===== src/rtl/io_periph_hub_if.sv =====
// CPU data-bus view of the I/O hub: address/data/strobes from the CPU,
// combinational load data and window-hit flag back to the CPU-side mux.
interface io_periph_hub_if;
    logic [31:0] addr;
    logic [31:0] wdata;
    logic        cs;
    logic        we;
    logic        re;
    logic [31:0] rdata;
    logic        io_hit;

    modport master (
        output addr, wdata, cs, we, re,
        input  rdata, io_hit
    );

    modport slave (
        input  addr, wdata, cs, we, re,
        output rdata, io_hit
    );
endinterface


===== src/rtl/io_periph_hub.sv =====
// Memory-mapped I/O hub: window decode, scanned hex 7-seg display, debounced
// switch port and a down-counter timer driving the intr/inta handshake.
module io_periph_hub #(
    parameter logic [31:0] IO_BASE    = 32'h1002_0000,
    parameter int unsigned SW_WIDTH   = 16,
    parameter int unsigned DIGITS     = 8,
    parameter int unsigned SCAN_DIV   = 50000,
    parameter int unsigned DEB_CYCLES = 100000
) (
    input  logic                clk,
    input  logic                reset,
    io_periph_hub_if.slave      bus,
    input  logic [SW_WIDTH-1:0] sw,
    output logic [7:0]          o_seg,
    output logic [DIGITS-1:0]   o_sel,
    output logic                intr,
    input  logic                inta
);
    localparam int unsigned SCAN_W = $clog2(SCAN_DIV);
    localparam int unsigned DEB_W  = $clog2(DEB_CYCLES);

    logic [31:0]         r_seg_data;
    logic [31:0]         r_tload;
    logic [31:0]         r_tcount;
    logic [2:0]          r_tctrl;
    logic                r_istat;
    logic [SW_WIDTH-1:0] r_sw_meta;
    logic [SW_WIDTH-1:0] r_sw_sync;
    logic [SW_WIDTH-1:0] r_sw_stable;
    logic [DEB_W-1:0]    r_deb_cnt;
    logic [SCAN_W-1:0]   r_scan_cnt;
    logic [3:0]          r_idx;
    logic [7:0]          r_seg_drv;
    logic [DIGITS-1:0]   r_sel_drv;

    logic       w_hit;
    logic [7:0] w_off;
    logic       w_wr;
    logic       w_rd;
    logic       w_expire;
    logic [3:0] w_nib;
    logic [7:0] w_pat;

    // Byte-lane bits are masked so any byte address selects the whole word.
    assign w_hit      = (bus.addr[31:8] == IO_BASE[31:8]);
    assign w_off      = bus.addr[7:0] & 8'hFC;
    assign w_wr       = bus.cs & bus.we & w_hit;
    assign w_rd       = bus.cs & bus.re & w_hit;
    assign w_expire   = r_tctrl[0] && (r_tcount == 32'd1);
    assign bus.io_hit = w_hit;
    assign intr       = r_istat & r_tctrl[2];
    assign o_seg      = r_seg_drv;
    assign o_sel      = r_sel_drv;

    always_comb begin
        bus.rdata = '0;
        if (w_rd) begin
            case (w_off)
                8'h00:   bus.rdata = r_seg_data;
                8'h04:   bus.rdata = 32'(r_sw_stable);
                8'h08:   bus.rdata = r_tload;
                8'h0C:   bus.rdata = {29'd0, r_tctrl};
                8'h10:   bus.rdata = r_tcount;
                8'h14:   bus.rdata = {31'd0, r_istat};
                default: bus.rdata = '0;
            endcase
        end
    end

    always_comb begin
        w_nib = r_seg_data[{r_idx[2:0], 2'b00} +: 4];
        case (w_nib)
            4'h0: w_pat = 8'hC0;
            4'h1: w_pat = 8'hF9;
            4'h2: w_pat = 8'hA4;
            4'h3: w_pat = 8'hB0;
            4'h4: w_pat = 8'h99;
            4'h5: w_pat = 8'h92;
            4'h6: w_pat = 8'h82;
            4'h7: w_pat = 8'hF8;
            4'h8: w_pat = 8'h80;
            4'h9: w_pat = 8'h90;
            4'hA: w_pat = 8'h88;
            4'hB: w_pat = 8'h83;
            4'hC: w_pat = 8'hC6;
            4'hD: w_pat = 8'hA1;
            4'hE: w_pat = 8'h86;
            default: w_pat = 8'h8E;
        endcase
        if (r_idx[3]) w_pat = 8'hFF;
    end

    always_ff @(posedge clk or negedge reset) begin
        if (!reset) begin
            r_sw_meta   <= '0;
            r_sw_sync   <= '0;
            r_sw_stable <= '0;
            r_deb_cnt   <= '0;
        end else begin
            r_sw_meta <= sw;
            r_sw_sync <= r_sw_meta;
            if (r_sw_sync == r_sw_stable) begin
                r_deb_cnt <= '0;
            end else if (r_deb_cnt == DEB_W'(DEB_CYCLES - 1)) begin
                r_sw_stable <= r_sw_sync;
                r_deb_cnt   <= '0;
            end else begin
                r_deb_cnt <= r_deb_cnt + DEB_W'(1);
            end
        end
    end

    // Drivers are registered from the current index, so they trail idx by one cycle.
    always_ff @(posedge clk or negedge reset) begin
        if (!reset) begin
            r_scan_cnt <= '0;
            r_idx      <= '0;
            r_seg_drv  <= 8'hC0;
            r_sel_drv  <= ~DIGITS'(1);
        end else begin
            if (r_scan_cnt == SCAN_W'(SCAN_DIV - 1)) begin
                r_scan_cnt <= '0;
                r_idx      <= (r_idx == 4'(DIGITS - 1)) ? 4'd0 : r_idx + 4'd1;
            end else begin
                r_scan_cnt <= r_scan_cnt + SCAN_W'(1);
            end
            r_seg_drv <= w_pat;
            r_sel_drv <= ~(DIGITS'(1) << r_idx);
        end
    end

    always_ff @(posedge clk or negedge reset) begin
        if (!reset) begin
            r_seg_data <= '0;
            r_tload    <= '0;
            r_tcount   <= '0;
            r_tctrl    <= '0;
            r_istat    <= 1'b0;
        end else begin
            if (w_wr && w_off == 8'h00) r_seg_data <= bus.wdata;
            if (w_wr && w_off == 8'h0C) r_tctrl    <= bus.wdata[2:0];
            // A TLOAD store overrides the count, but an expiry in the same cycle still flags.
            if (w_wr && w_off == 8'h08) begin
                r_tload  <= bus.wdata;
                r_tcount <= bus.wdata;
            end else if (r_tctrl[0] && r_tcount != '0) begin
                if (w_expire) r_tcount <= r_tctrl[1] ? r_tload : '0;
                else          r_tcount <= r_tcount - 32'd1;
            end
            if (w_expire) begin
                r_istat <= 1'b1;
            end else if ((w_wr && w_off == 8'h14 && bus.wdata[0]) || inta) begin
                r_istat <= 1'b0;
            end
        end
    end
endmodule


===== src/flat_wrapper.sv =====
// flat-port wrapper written by rule: the top's interface ports become plain ports
module io_periph_hub_flat 
#(
    parameter logic [31:0] IO_BASE    = 32'h1002_0000,
    parameter int unsigned SW_WIDTH   = 16,
    parameter int unsigned DIGITS     = 8,
    parameter int unsigned SCAN_DIV   = 50000,
    parameter int unsigned DEB_CYCLES = 100000
)
  (clk, reset, sw, o_seg, o_sel, intr, inta, bus_addr, bus_wdata, bus_cs, bus_we, bus_re, bus_rdata, bus_io_hit);
  io_periph_hub_if bus_i ();
  input  logic clk;
  input  logic reset;
  input  logic [SW_WIDTH-1:0] sw;
  output logic [7:0] o_seg;
  output logic [DIGITS-1:0] o_sel;
  output logic intr;
  input  logic inta;
  input wire logic [$bits(bus_i.addr)-1:0] bus_addr;
  input wire logic [$bits(bus_i.wdata)-1:0] bus_wdata;
  input wire logic [$bits(bus_i.cs)-1:0] bus_cs;
  input wire logic [$bits(bus_i.we)-1:0] bus_we;
  input wire logic [$bits(bus_i.re)-1:0] bus_re;
  output wire logic [$bits(bus_i.rdata)-1:0] bus_rdata;
  output wire logic [$bits(bus_i.io_hit)-1:0] bus_io_hit;
  assign bus_i.addr = bus_addr;
  assign bus_i.wdata = bus_wdata;
  assign bus_i.cs = bus_cs;
  assign bus_i.we = bus_we;
  assign bus_i.re = bus_re;
  assign bus_rdata = bus_i.rdata;
  assign bus_io_hit = bus_i.io_hit;
  io_periph_hub #(.IO_BASE(IO_BASE), .SW_WIDTH(SW_WIDTH), .DIGITS(DIGITS), .SCAN_DIV(SCAN_DIV), .DEB_CYCLES(DEB_CYCLES)) u_core (.clk(clk), .reset(reset), .bus(bus_i), .sw(sw), .o_seg(o_seg), .o_sel(o_sel), .intr(intr), .inta(inta));
endmodule

===== config.mk =====
export PLATFORM = sky130hd
export DESIGN_NAME = io_periph_hub_flat
export DESIGN_NICKNAME = d
export VERILOG_FILES = /design/src/rtl/io_periph_hub_if.sv /design/src/rtl/io_periph_hub.sv /design/src/flat_wrapper.sv
export SDC_FILE = /design/constraint.sdc
export NUM_CORES = 1
export LEC_CHECK = 0
export ABC_CLOCK_PERIOD_IN_PS = 3900
export CAP_MARGIN = 15
export CORE_MARGIN = 4
export CORE_UTILIZATION = 35
export CTS_BUF_LIST = sky130_fd_sc_hd__clkbuf_16
export DETAILED_ROUTE_END_ITERATION = 8
export PLACE_DENSITY = 0.58
export SLEW_MARGIN = 20
export SYNTH_ARGS = -nofsm -noshare
export SYNTH_HDL_FRONTEND = slang
export SYNTH_SLANG_ARGS = --single-unit

===== constraint.sdc =====
create_clock -name clk -period 3.9 [get_ports clk]
set_input_delay 0.585 -clock clk [delete_from_list [all_inputs] [get_ports clk]]
set_output_delay 0.585 -clock clk [all_outputs]
set_load 0.05 [all_outputs]

## Word-level counts from Yosys, hierarchy flattened

Memories as Yosys holds them, arrays and structs flattened.
Cells that the tools add are included.
W data, S select, Z words.

- Reduce and logical (&&, ||, !) cells: 13
- Multiplexer cells: 13
- Bitwise gates (word level): 7
- Shift operators: 2
- Equality and inequality tests: 11
- $add $sub $neg: 4

Operators with widths:

| kind | number |
|---|---|
| $pmux W32 S6 | 1 |
| $mux W32 | 5 |
| $mux W17 | 2 |
| $eq A32 B1 Y1 const B | 1 |
| $reduce_bool A32 Y1 | 1 |
| $shiftx A32 B6 Y4 | 1 |
| $sub A32 B1 Y32 const B | 1 |
| $eq A24 B21 Y1 const B | 1 |
| $add A17 B1 Y17 const B | 1 |
| $eq A17 B17 Y1 const B | 1 |
| $add A16 B1 Y16 const B | 1 |
| $eq A16 B16 Y1 | 1 |
| $eq A16 B16 Y1 const B | 1 |
| $mux W16 | 1 |
| $eq A6 B2 Y1 const B | 2 |
| $eq A6 B3 Y1 const B | 2 |
| $logic_not A8 Y1 | 1 |
| $mux W8 | 1 |
| $not A8 Y8 | 1 |
| $shl A1 B4 Y8 const A | 1 |
| $logic_and A1 B1 Y1 | 7 |
| $eq A6 B1 Y1 const B | 1 |
| $and A1 B1 Y1 | 5 |
| $add A4 B1 Y4 const B | 1 |
| other kinds (7) | 9 |

- ROM bits: 112
- Register bits after elaboration: 201
- Output and inout bits: 50
- Memories: 1

Memories:

| memory | words | width | rd ports | clocked after Yosys merged registers in | write ports | RTL line | RTL |
|---|---|---|---|---|---|---|---|
| (no name shown) | 16 | 7 | 1 | 0 | 0 | io_periph_hub.sv:72 | `case (w_nib)` |

## Depth between registers and ports, before layout

Gate-level depths: netlist of the first run.

- Depth after elaboration: 7
- Gate-level depth with buffers: 11
- Depth with buffers taken out: 9

## Worst setup path after synthesis of the first run

Ideal clock, no wire load.

- Path type: in2out
- From: input port bus_addr[27]
- To: output port bus_rdata[10]
- Cell stages on the path: 7
- Arrival time: 3,190 ps
- Required time: 3,315 ps
- Buffers on the path: 1
- Path slack: 125 ps
- Path through: nor4b_1 nand4_1 nor2_1 nand3_1 a211o_1 clkbuf_1 nor2_1

- Longest elaborated chain between the ends: 3

RTL lines:

| element | RTL line | RTL |
|---|---|---|
| start: declaration | flat_wrapper.sv:19 | `input wire logic [$bits(bus_i.addr)-1:0] bus_addr;` |
| $eq A24 B21 Y1 | io_periph_hub.sv:45 | `assign w_hit = (bus.addr[31:8] == IO_BASE[31:8]);` |
| net bus_io_hit | flat_wrapper.sv:25 | `output wire logic [$bits(bus_i.io_hit)-1:0] bus_io_hit;` |
| $and A1 B1 Y1 | io_periph_hub.sv:48 | `assign w_rd = bus.cs & bus.re & w_hit;` |
| $mux W32 | io_periph_hub.sv:57 | `if (w_rd) begin` |
| end: declaration | flat_wrapper.sv:24 | `output wire logic [$bits(bus_i.rdata)-1:0] bus_rdata;` |

The timed path passes the listed nets, and every way through them passes these cells.

## Worst setup path in the final report of the first run

- From: input port bus_addr[4]
- To: output port bus_rdata[7]

- Longest elaborated chain between the ends: 3
- Elaborated cells between the ends (all ways): 8
- Those cells by class: eq/ne: 5; mux: 2; reduce/logical: 1

RTL lines:

| element | RTL line | RTL |
|---|---|---|
| $eq A6 B3 Y1 (tied with other cells) | io_periph_hub.sv:58 | `case (w_off)` |
| $pmux W32 S6 * | io_periph_hub.sv:58 |  |
| $mux W32 * | io_periph_hub.sv:57 |  |

Every way passes the cells marked *; elsewhere a longest branch is shown, timed or not.

==> results of run 1 <==
[per-layer routing]
metal  vias to the layer above  share of wire
met3                        55          0.059
met1                      4175           0.45
met2                       269           0.46
met4                         0          0.026
met5                         -              0
li1                       4012              -
[worst min path at each step]
stage                       endpoint  slack (ps)  cells past startpoint
6_report          u_core.r_tload[26]         100                      1
3_5_place_dp    u_core.r_sw_sync[13]         330                      0
2_1_floorplan        u_core.o_seg[0]         290                      0
5_1_grt           u_core.r_tload[26]         140                      1
3_3_place_gp    u_core.r_sw_sync[14]         330                      0
4_1_cts        u_core.r_seg_data[26]         120                      1
[synth_stat cells (4+ instances only)]
library cell	instances
nor3b_1	5
xnor2_1	35
and3_1	12
nor2_1	132
or2_2	4
clkbuf_1	48
nand3_1	30
o21a_1	5
a221oi_1	16
nor3_1	26
mux2i_1	40
o21ai_1	9
buf_1	9
dfstp_2	8
nand2b_1	4
mux2_2	53
a21oi_1	56
o22ai_1	5
o21ai_0	19
o211ai_1	8
dfrtp_1	192
nor4_1	18
or3_1	12
nand2_1	148
a211o_1	11
a21o_1	8
ha_1	16
mux4_2	8
nand4_1	23
or4_1	9
inv_1	16
a211oi_1	5
and4_1	4
xor2_1	24
buf_6	4
a22oi_1	8
and2_1	6
[flip-flops by register name (all words and copies together) (netlist names)]
| signal | cells |
|---|---|
| u_core.r_istat | 1 |
| u_core.r_tctrl | 3 |
| u_core.r_tload | 32 |
| u_core.r_idx | 4 |
| u_core.r_sw_sync | 16 |
| u_core.r_scan_cnt | 16 |
| u_core.r_sw_meta | 16 |
| u_core.o_sel | 8 |
| u_core.r_sw_stable | 16 |
| u_core.r_deb_cnt | 17 |
| u_core.r_tcount | 32 |
| u_core.r_seg_data | 32 |
| u_core.o_seg | 7 |
[cell families after synthesis]
kind of cell / count (synthesis)
compound gates: 167
xor+xnor: 59
fa+ha+maj: 16
buf+inv: 83
flops: 200
mux: 101
other cells: 1
simple gates: 444
[critical path, cell delays in order]
cell,delay (ps)
clkdlybuf4s50_1,440
or4_1,650
or2_2,380
nor2_1,100
buf_4,220
a221oi_1,100
nor2_1,270
buf_12,180
[cell usage in the layout, fill, tap and decap left out, types with 28 or more instances in the layout]
cell type,Yosys,final
buf_4,2,28
nor2_1,132,132
clkdlybuf4s50_1,0,98
xnor2_1,35,35
nand3_1,30,30
nand2_1,148,148
a21oi_1,56,56
dfrtp_1,192,192
buf_12,0,35
mux2i_1,40,40
mux2_2,53,53
[cell type report]
type | count | area [um^2] | share of cell area
Clock inverter | 15 | 142.6 | 0.01089
Multi-Input combinational cell | 788 | 5055 | 0.3861
Clock buffer | 17 | 425.4 | 0.03249
Inverter | 17 | 63.81 | 0.004874
Timing Repair Buffer | 163 | 1911 | 0.1459
Tap cell | 384 | 480.5 | 0.03670
Sequential cell | 200 | 5015 | 0.3830
[power breakdown]
group	total [mW]	switching [mW]	internal [mW]
Sequential	2.14	0.0281	2.11
Combinational	0.214	0.105	0.109
Clock	1.73	0.885	0.847
Total	4.08	1.02	3.06
==> summary.txt, run 1 <==
number of setup buffers added after CTS: 0
Routed Antenna Nets: 0
DRT Pass-1 Iters: 5
Max-Cap Viols: 0
routed len/inst: 18.89 um
cts hold-fix bufs: 0
Place WS: 361.4 ps
setup TNS: 0 ps
Post-synth EDFFs: 0
worst r2r path cells: 6
Worst Setup SP: bus_addr[4]
f_max: 0.2833 GHz
placed cells: 1,552
grt ovf: 0
Final GP Congestion: 0.8522
Synth top area share: 0.4613
YS warnings: 0
period utilisation layout: 0.9052
GR peak layer: met2
Async SR Flop Fraction: 1.000
clock latency on the worst-skew pair: 450 ps
final setup vio count: 0
Setup crit end kind: output pin
largest net degree at the start of global routing: 76
Cells after Synth: 1,071
Crit path required time: 3310 ps
row cnt: 62
CP arrival: 2950 ps
synth unique cells: 59
via count of the first global-routing pass: 8,333
initial antenna violation count: 0
CTS tree: done
Synth Area in XOR/XNOR: 0.04961
simple-gate share of the synthesized area: 0.1980
die area: 32,580 um^2
Synth Register Bits: 200
Tmin final: 3530 ps
number of I/O pins: 136
Synth Area per Inst: 9.726 um^2
Core Footprint: 29,010 um^2
mux share of post-synthesis cell area: 0.1130
Clock Path Buffers: 2
pwr dens: 311.7 nW/um^2
CP Class: input pin to output pin
crit-path max FO: 13
status: complete, no violations
post-route cell area: 13,090 um^2
first-pass GRT wire length: 47,640 um
Final Max Tran Viols: 0
residual DRC count: 0
NumNets Final: 1,289
Main synth FF type: dfrtp_1
Adder-Cell Fraction of Synth Area: 0.01922
Leak: 5.686 nW
total power: 4.081 mW
clock root cell: clkbuf_16
grt met3 use: 0.03290
post-synthesis compound-gate area fraction: 0.1045
Clk pin slew, worst setup/hold paths: 70 ps
placed instance area: 12,520 um^2
Num CTS Buffers: 17
synth top area cells: dfrtp_1 (46%), mux2_2 (5.7%), nand2_1 (5.3%), nor2_1 (4.8%), mux2i_1 (3.8%)
Post-Layout Cell Count: 1,584
Worst R2R Setup Slack: 540 ps
Resized cells post-CTS: 0
hpwl dp: 21,060 um
Critical Path Start Type: input pin
crit path to: bus_rdata[7]
Max transition margin: 0.4950
worst hold slack: 99.86 ps
fraction of layout cells with a size suffix above 1: 0.1458
routed via count: 8,511
area delta synth->final: 25.69%
Worst Clk Skew: 10.04 ps
main combinational cell family by area after synthesis: simple AND/OR/NAND/NOR gates
fill count: 2,800
Total Routed Length: 29,920 um
Port Buf Inserts: 132
worst vdd ir: 244.4 uV
M1 GR Usage: 0.2540
worst reg2reg path startpoint: u_core.r_tcount[25]
die width: 180.5 um
Ant. Diodes: 0
sequential fraction of the synthesis area: 0.4814
unrepaired setup endpoints after global routing: false
clk sinks: 200
slack of the critical path: 369.7 ps
Hold WC Path Type: input pin to async pin
Starting DRT DRC Count: 677
H-tree Lvls: 4
GRT Total Usage: 0.1835
met2 GRT Util: 0.2931
Synth area leader: dfrtp_1
final count of hold timing violations: 0
Post-Syn Area: 10,420 um^2
Slew @ Worst Pin: 757.5 ps
Mapped Nets: 1,173
Initial Util: 0.3590
die height: 180.5 um
routed vias/inst: 5.373
Final Util: 0.4513
r2r endpoint: u_core.r_tcount[26]
(Power assumes the default switching activity.)
==> inputs of run 2 (changes only) <==
--- a/config.mk
+++ b/config.mk
@@ -7,11 +7,13 @@
 export LEC_CHECK = 0
 export ABC_CLOCK_PERIOD_IN_PS = 3900
 export CAP_MARGIN = 15
+export CORE_ASPECT_RATIO = 1.1
 export CORE_MARGIN = 4
 export CORE_UTILIZATION = 35
 export CTS_BUF_LIST = sky130_fd_sc_hd__clkbuf_16
 export DETAILED_ROUTE_END_ITERATION = 8
 export PLACE_DENSITY = 0.58
+export SETUP_SLACK_MARGIN = 0.05
 export SLEW_MARGIN = 20
 export SYNTH_ARGS = -nofsm -noshare
 export SYNTH_HDL_FRONTEND = slang
==> summary.txt, run 2 (same netlist as run 1, synthesis figures left out) <==
status: complete, no violations
Place WS: 323.6 ps (-37.80 ps)
Final GP Congestion: 0.8460 (-0.73%)
area delta synth->final: 25.37%
Final Max Tran Viols: 0 (unchanged)
pwr dens: 314.4 nW/um^2 (+0.86%)
die height: 188.9 um (+4.7%)
largest registers: u_core.r_seg_data (32), u_core.r_tcount (32), u_core.r_tload (32)
GRT Total Usage: 0.1846 (+0.001123)
Initial Util: 0.3588 (about the same)
routed via count: 8,456 (-0.65%)
residual DRC count: 0 (unchanged)
Num CTS Buffers: 17 (unchanged)
Max transition margin: 0.4032 (-0.09183)
Total Routed Length: 29,610 um (-1.0%)
Clk pin slew, worst setup/hold paths: 80 ps (about the same)
die width: 172.5 um (-4.4%)
unrepaired setup endpoints after global routing: false
cts hold-fix bufs: 0 (unchanged)
number of setup buffers added after CTS: 0 (unchanged)
clock latency on the worst-skew pair: 440 ps (about the same)
grt ovf: 0 (unchanged)
area of the multi-input gates: 5055 um^2 (unchanged)
routed len/inst: 18.87 um (about the same)
FF/Latch Area: 5015 um^2 (unchanged)
Worst Clk Skew: 15.54 ps (+5.496 ps)
hpwl dp: 20,990 um (-0.32%)
Tmin final: 3549 ps (+19.15 ps)
CTS tree: done
number of I/O pins: 136 (unchanged)
fill count: 2,760 (-1.4%)
family with the most delay on the worst path: simple AND/OR/NAND/NOR gates
Final Util: 0.4498 (-0.001494)
critical path cell sequence: clkdlybuf4s50_1 -> or4_1 -> or2_2 -> nor2_1 -> buf_4 -> a221oi_1 -> nor2_1 -> buf_12
via count of the first global-routing pass: 8,325 (-0.096%)
Max-Cap Viols: 0 (unchanged)
Crit path required time: 3310 ps (about the same)
CP max stage delay: 660 ps (about the same)
fraction of layout cells with a size suffix above 1: 0.1465 (+0.0007112)
clk sinks: 200 (unchanged)
Hold WC Path Type: input pin to async pin
final count of hold timing violations: 0 (unchanged)
Ant. Diodes: 0 (unchanged)
row cnt: 65 (+4.8%)
met2 wire len: 14,320 um (+3.5%)
Post-Layout Cell Count: 1,569 (-0.95%)
Setup crit end kind: output pin
first-pass GRT wire length: 47,100 um (-1.1%)
Leak: 5.688 nW (about the same)
clock root cell: clkbuf_16
Worst Setup SP: bus_addr[4]
placed cells: 1,537 (-0.97%)
Resized cells post-CTS: 0 (unchanged)
Core Footprint: 29,030 um^2 (about the same)
crit-path max FO: 13 (unchanged)
most frequent CP cell: nor2_1
initial antenna violation count: 0 (unchanged)
NumNets Final: 1,290 (+0.078%)
Slew @ Worst Pin: 895.3 ps (+137.7 ps)
DR top layer: met4
Critical Path Start Type: input pin
DRT Pass-1 Iters: 4 (-1)
Starting DRT DRC Count: 606 (-10%)
routed vias/inst: 5.389 (+0.30%)
Port Buf Inserts: 132 (unchanged)
CP arrival: 2960 ps (about the same)
commonest non-fill, non-tap cell in the layout: dfrtp_1
Clock Path Buffers: 2 (unchanged)
setup TNS: 0 ps (unchanged)
die area: 32,590 um^2 (about the same)
M1 WL: 13,250 um (-2.2%)
CP Class: input pin to output pin
slack of the critical path: 350.6 ps (-19.15 ps)
H-tree Lvls: 4 (unchanged)
Routed met3 length: 1505 um (-15%)
worst vdd ir: 239.5 uV (-2.0%)
slowest CP cell: or4_1
period utilisation layout: 0.9101 (+0.004909)
most frequent cells in the layout: dfrtp_1 (192), nand2_1 (148), nor2_1 (132)
f_max: 0.2817 GHz (-0.54%)
worst reg2reg path startpoint: u_core.r_tcount[26]
Routed Antenna Nets: 0 (unchanged)
largest net degree at the start of global routing: 105 (+38%)
Buf/Inv on CP: 3 (unchanged)
final setup vio count: 0 (unchanged)
run 2: cell count changes in the layout (fill, tap and decap cells not counted):
cell / before / now
buf_4: 28 / 31
buf_12: 35 / 33
clkinv_8: 2 / 0
inv_6: 4 / 2
bufinv_16: 0 / 1
clkinv_1: 2 / 1
clkinv_2: 0 / 1
clkinvlp_4: 1 / 2
inv_1: 17 / 18
inv_8: 3 / 4
run 2: through the flow:
stage	hold slack [ps]	instance area [um^2]	power [mW]
6_report	220.5	13060	4.106
5_1_grt	320.3	13060	4.254
4_1_cts	295.5	13060	4.157
3_5_place_dp	334.7	12490	2.391
3_3_place_gp	331.5	12490	2.388
2_1_floorplan	289.4	10420	2.231
run 2: routing by layer:
metal / GRT usage / vias up
met5: 0 / -
met4: 0.05110 / 0
met3: 0.03049 / 35
met2: 0.2979 / 250
met1: 0.2570 / 4181
li1: - / 3990
run 2: worst reg2reg max path, delay by kind of cell, from the launching register on:
kind             cells  cell delay (ps)
AO/OA/AOI/OAI        2              340
flip-flops           1              440
AND/OR/NAND/NOR      4             2510
run 2: final cells by class:
cell class / instances / share of cell area
clock buffer: 17 / 0.03258
timing repair buffer: 164 / 0.1450
sequential: 200 / 0.3840
tap: 368 / 0.03526
inverter: 17 / 0.004886
multi-input combinational: 788 / 0.3871
clock inverter: 15 / 0.01121
run 2: worst paths after layout:
check                                         to  slack (ps)  cells past startpoint
hold reg to reg             u_core.r_sw_sync[11]         350                      0
hold / removal             u_core.r_seg_data[25]         220                      1
setup / recovery                   bus_rdata[15]         350                      8
min in group clk            u_core.r_sw_sync[11]         350                      0
max in group asynchronous        u_core.o_sel[7]        2720                      2
setup reg to reg             u_core.r_tcount[24]         530                      6
run 2: report_power, final:
group / internal, mW / switching, mW / leakage (nW) / total, mW
clock network: 0.902 / 0.858 / 0.284 / 1.76
registers: 2.11 / 0.0290 / 2.60 / 2.14
logic: 0.108 / 0.101 / 2.80 / 0.210
total: 3.12 / 0.988 / 5.69 / 4.11
==> inputs of run 3 (changes only) <==
--- a/config.mk
+++ b/config.mk
@@ -5,13 +5,13 @@
 export SDC_FILE = /design/constraint.sdc
 export NUM_CORES = 1
 export LEC_CHECK = 0
-export ABC_CLOCK_PERIOD_IN_PS = 3900
 export CAP_MARGIN = 15
 export CORE_ASPECT_RATIO = 1.1
 export CORE_MARGIN = 4
 export CORE_UTILIZATION = 35
 export CTS_BUF_LIST = sky130_fd_sc_hd__clkbuf_16
 export DETAILED_ROUTE_END_ITERATION = 8
+export MAX_ROUTING_LAYER = met4
 export PLACE_DENSITY = 0.58
 export SETUP_SLACK_MARGIN = 0.05
 export SLEW_MARGIN = 20
==> summary.txt, run 3 (same netlist as run 1, synthesis figures left out) <==
Total Routed Length: 29,710 um (+0.32%)
die width: 172.5 um (unchanged)
die height: 188.9 um (unchanged)
unrepaired setup endpoints after global routing: false
Resized cells post-CTS: 0 (unchanged)
routed vias/inst: 5.391 (about the same)
Max-Cap Viols: 0 (unchanged)
grt ovf: 0 (unchanged)
Clock Path Buffers: 2 (unchanged)
Tmin final: 3521 ps (-28.72 ps)
most frequent cells in the layout: dfrtp_1 (192), nand2_1 (148), nor2_1 (132)
setup TNS: 0 ps (unchanged)
worst r2r path cells: 6 (unchanged)
hpwl dp: 20,990 um (unchanged)
Starting DRT DRC Count: 590 (-2.6%)
via count of the first global-routing pass: 8,322 (-0.036%)
Ant. Diodes: 0 (unchanged)
largest registers: u_core.r_seg_data (32), u_core.r_tcount (32), u_core.r_tload (32)
Initial Util: 0.3588 (unchanged)
final setup vio count: 0 (unchanged)
row cnt: 65 (unchanged)
number of I/O pins: 136 (unchanged)
Worst Clk Skew: 16.33 ps (+0.7975 ps)
Setup crit end kind: output pin
Routed Antenna Nets: 0 (unchanged)
Final GP Congestion: 0.8593 (+1.6%)
final count of hold timing violations: 0 (unchanged)
Worst R2R Setup Slack: 550 ps (+20 ps)
clock root cell: clkbuf_16
routed via count: 8,458 (+0.024%)
cts hold-fix bufs: 0 (unchanged)
initial antenna violation count: 0 (unchanged)
residual DRC count: 0 (unchanged)
CP arrival: 2940 ps (-20 ps)
pwr dens: 314.5 nW/um^2 (about the same)
worst hold slack: 258.4 ps (+37.84 ps)
DRT Pass-1 Iters: 5 (+1)
Num CTS Buffers: 17 (unchanged)
Slew @ Worst Pin: 867.9 ps (-27.32 ps)
Critical Path Start Type: input pin
f_max: 0.2840 GHz (+0.82%)
Core Footprint: 29,030 um^2 (unchanged)
Port Buf Inserts: 132 (unchanged)
fraction of layout cells with a size suffix above 1: 0.1465 (unchanged)
r2r endpoint: u_core.r_tcount[26]
Max transition margin: 0.4214 (+0.01821)
first-pass GRT wire length: 47,100 um (unchanged)
largest net degree at the start of global routing: 105 (unchanged)
number of setup buffers added after CTS: 0 (unchanged)
H-tree Lvls: 4 (unchanged)
NumNets Final: 1,290 (unchanged)
status: complete, no violations
CP Class: input pin to output pin
clock latency on the worst-skew pair: 440 ps (about the same)
area delta synth->final: 25.37% (unchanged)
Crit path required time: 3310 ps (about the same)
Final Max Tran Viols: 0 (unchanged)
crit-path max FO: 13 (unchanged)
commonest non-fill, non-tap cell in the layout: dfrtp_1
die area: 32,590 um^2 (unchanged)
CTS tree: done
period utilisation layout: 0.9027 (-0.007365)
Hold WC Path Type: input pin to async pin
Leak: 5.688 nW (unchanged)
total power: 4.107 mW (about the same)
clk sinks: 200 (unchanged)
worst vdd ir: 239.3 uV (about the same)
routed len/inst: 18.93 um (+0.32%)
worst reg2reg path startpoint: u_core.r_tcount[26]
fill count: 2,760 (unchanged)
GRT Total Usage: 0.1903 (+0.005702)
Clk pin slew, worst setup/hold paths: 80 ps (about the same)
run 3: cell counts in the layout (fill, tap and decap cells not counted):
No cell type changed its count.
run 3: metrics by stage:
stage / area [um^2] / cells / setup WS (ps) / util
after floorplan: 10420 / 1071 / 125.5 / -
after global placement: 12490 / 1537 / 344.5 / 0.4301
after detailed placement: 12490 / 1537 / 323.6 / 0.4301
after CTS: 13060 / 1569 / 310.2 / 0.4498
after global routing: 13060 / 1569 / 187.5 / 0.4498
final: 13060 / 1569 / 379.3 / 0.4498
run 3: final cells by class:
| cell class | instances | area [um^2] | share of cell area |
|---|---|---|---|
| Multi-Input combinational cell | 788 | 5055 | 0.3871 |
| Sequential cell | 200 | 5015 | 0.3840 |
| Clock inverter | 15 | 146.4 | 0.01121 |
| Timing Repair Buffer | 164 | 1893 | 0.1450 |
| Tap cell | 368 | 460.4 | 0.03526 |
| Clock buffer | 17 | 425.4 | 0.03258 |
| Inverter | 17 | 63.81 | 0.004886 |
run 3: worst max path at each step:
stage / end / startpoint / depth (start not counted) / slack, ps
global placement: bus_rdata[15] / bus_addr[4] / 8 / 340
CTS: bus_rdata[15] / bus_addr[9] / 9 / 310
floorplan: bus_rdata[10] / bus_addr[27] / 7 / 130
finish: bus_rdata[15] / bus_addr[4] / 8 / 380
global route: bus_rdata[15] / bus_addr[9] / 9 / 190
detailed placement: bus_rdata[15] / bus_addr[9] / 9 / 320
run 3: routing by layer:
layer,routed length [um],share of wire,GRT usage
met1,13400,0.45,0.2583
met3,1456,0.049,0.03007
met2,14320,0.48,0.2984
met5,0,0,-
met4,533,0.018,0.05020
run 3: critical path, cell delays in order:
cell and delay [ps]:
clkdlybuf4s50_1 430, or4_1 660, or2_2 390, nor2_1 110, buf_4 210, a221oi_1 90, nor2_1 260, buf_12 180
run 3: where the power goes:
| group | switching (mW) | total (mW) | internal, mW |
|---|---|---|---|
| clock | 0.859 | 1.76 | 0.902 |
| combinational | 0.101 | 0.210 | 0.108 |
| sequential | 0.0290 | 2.14 | 2.11 |
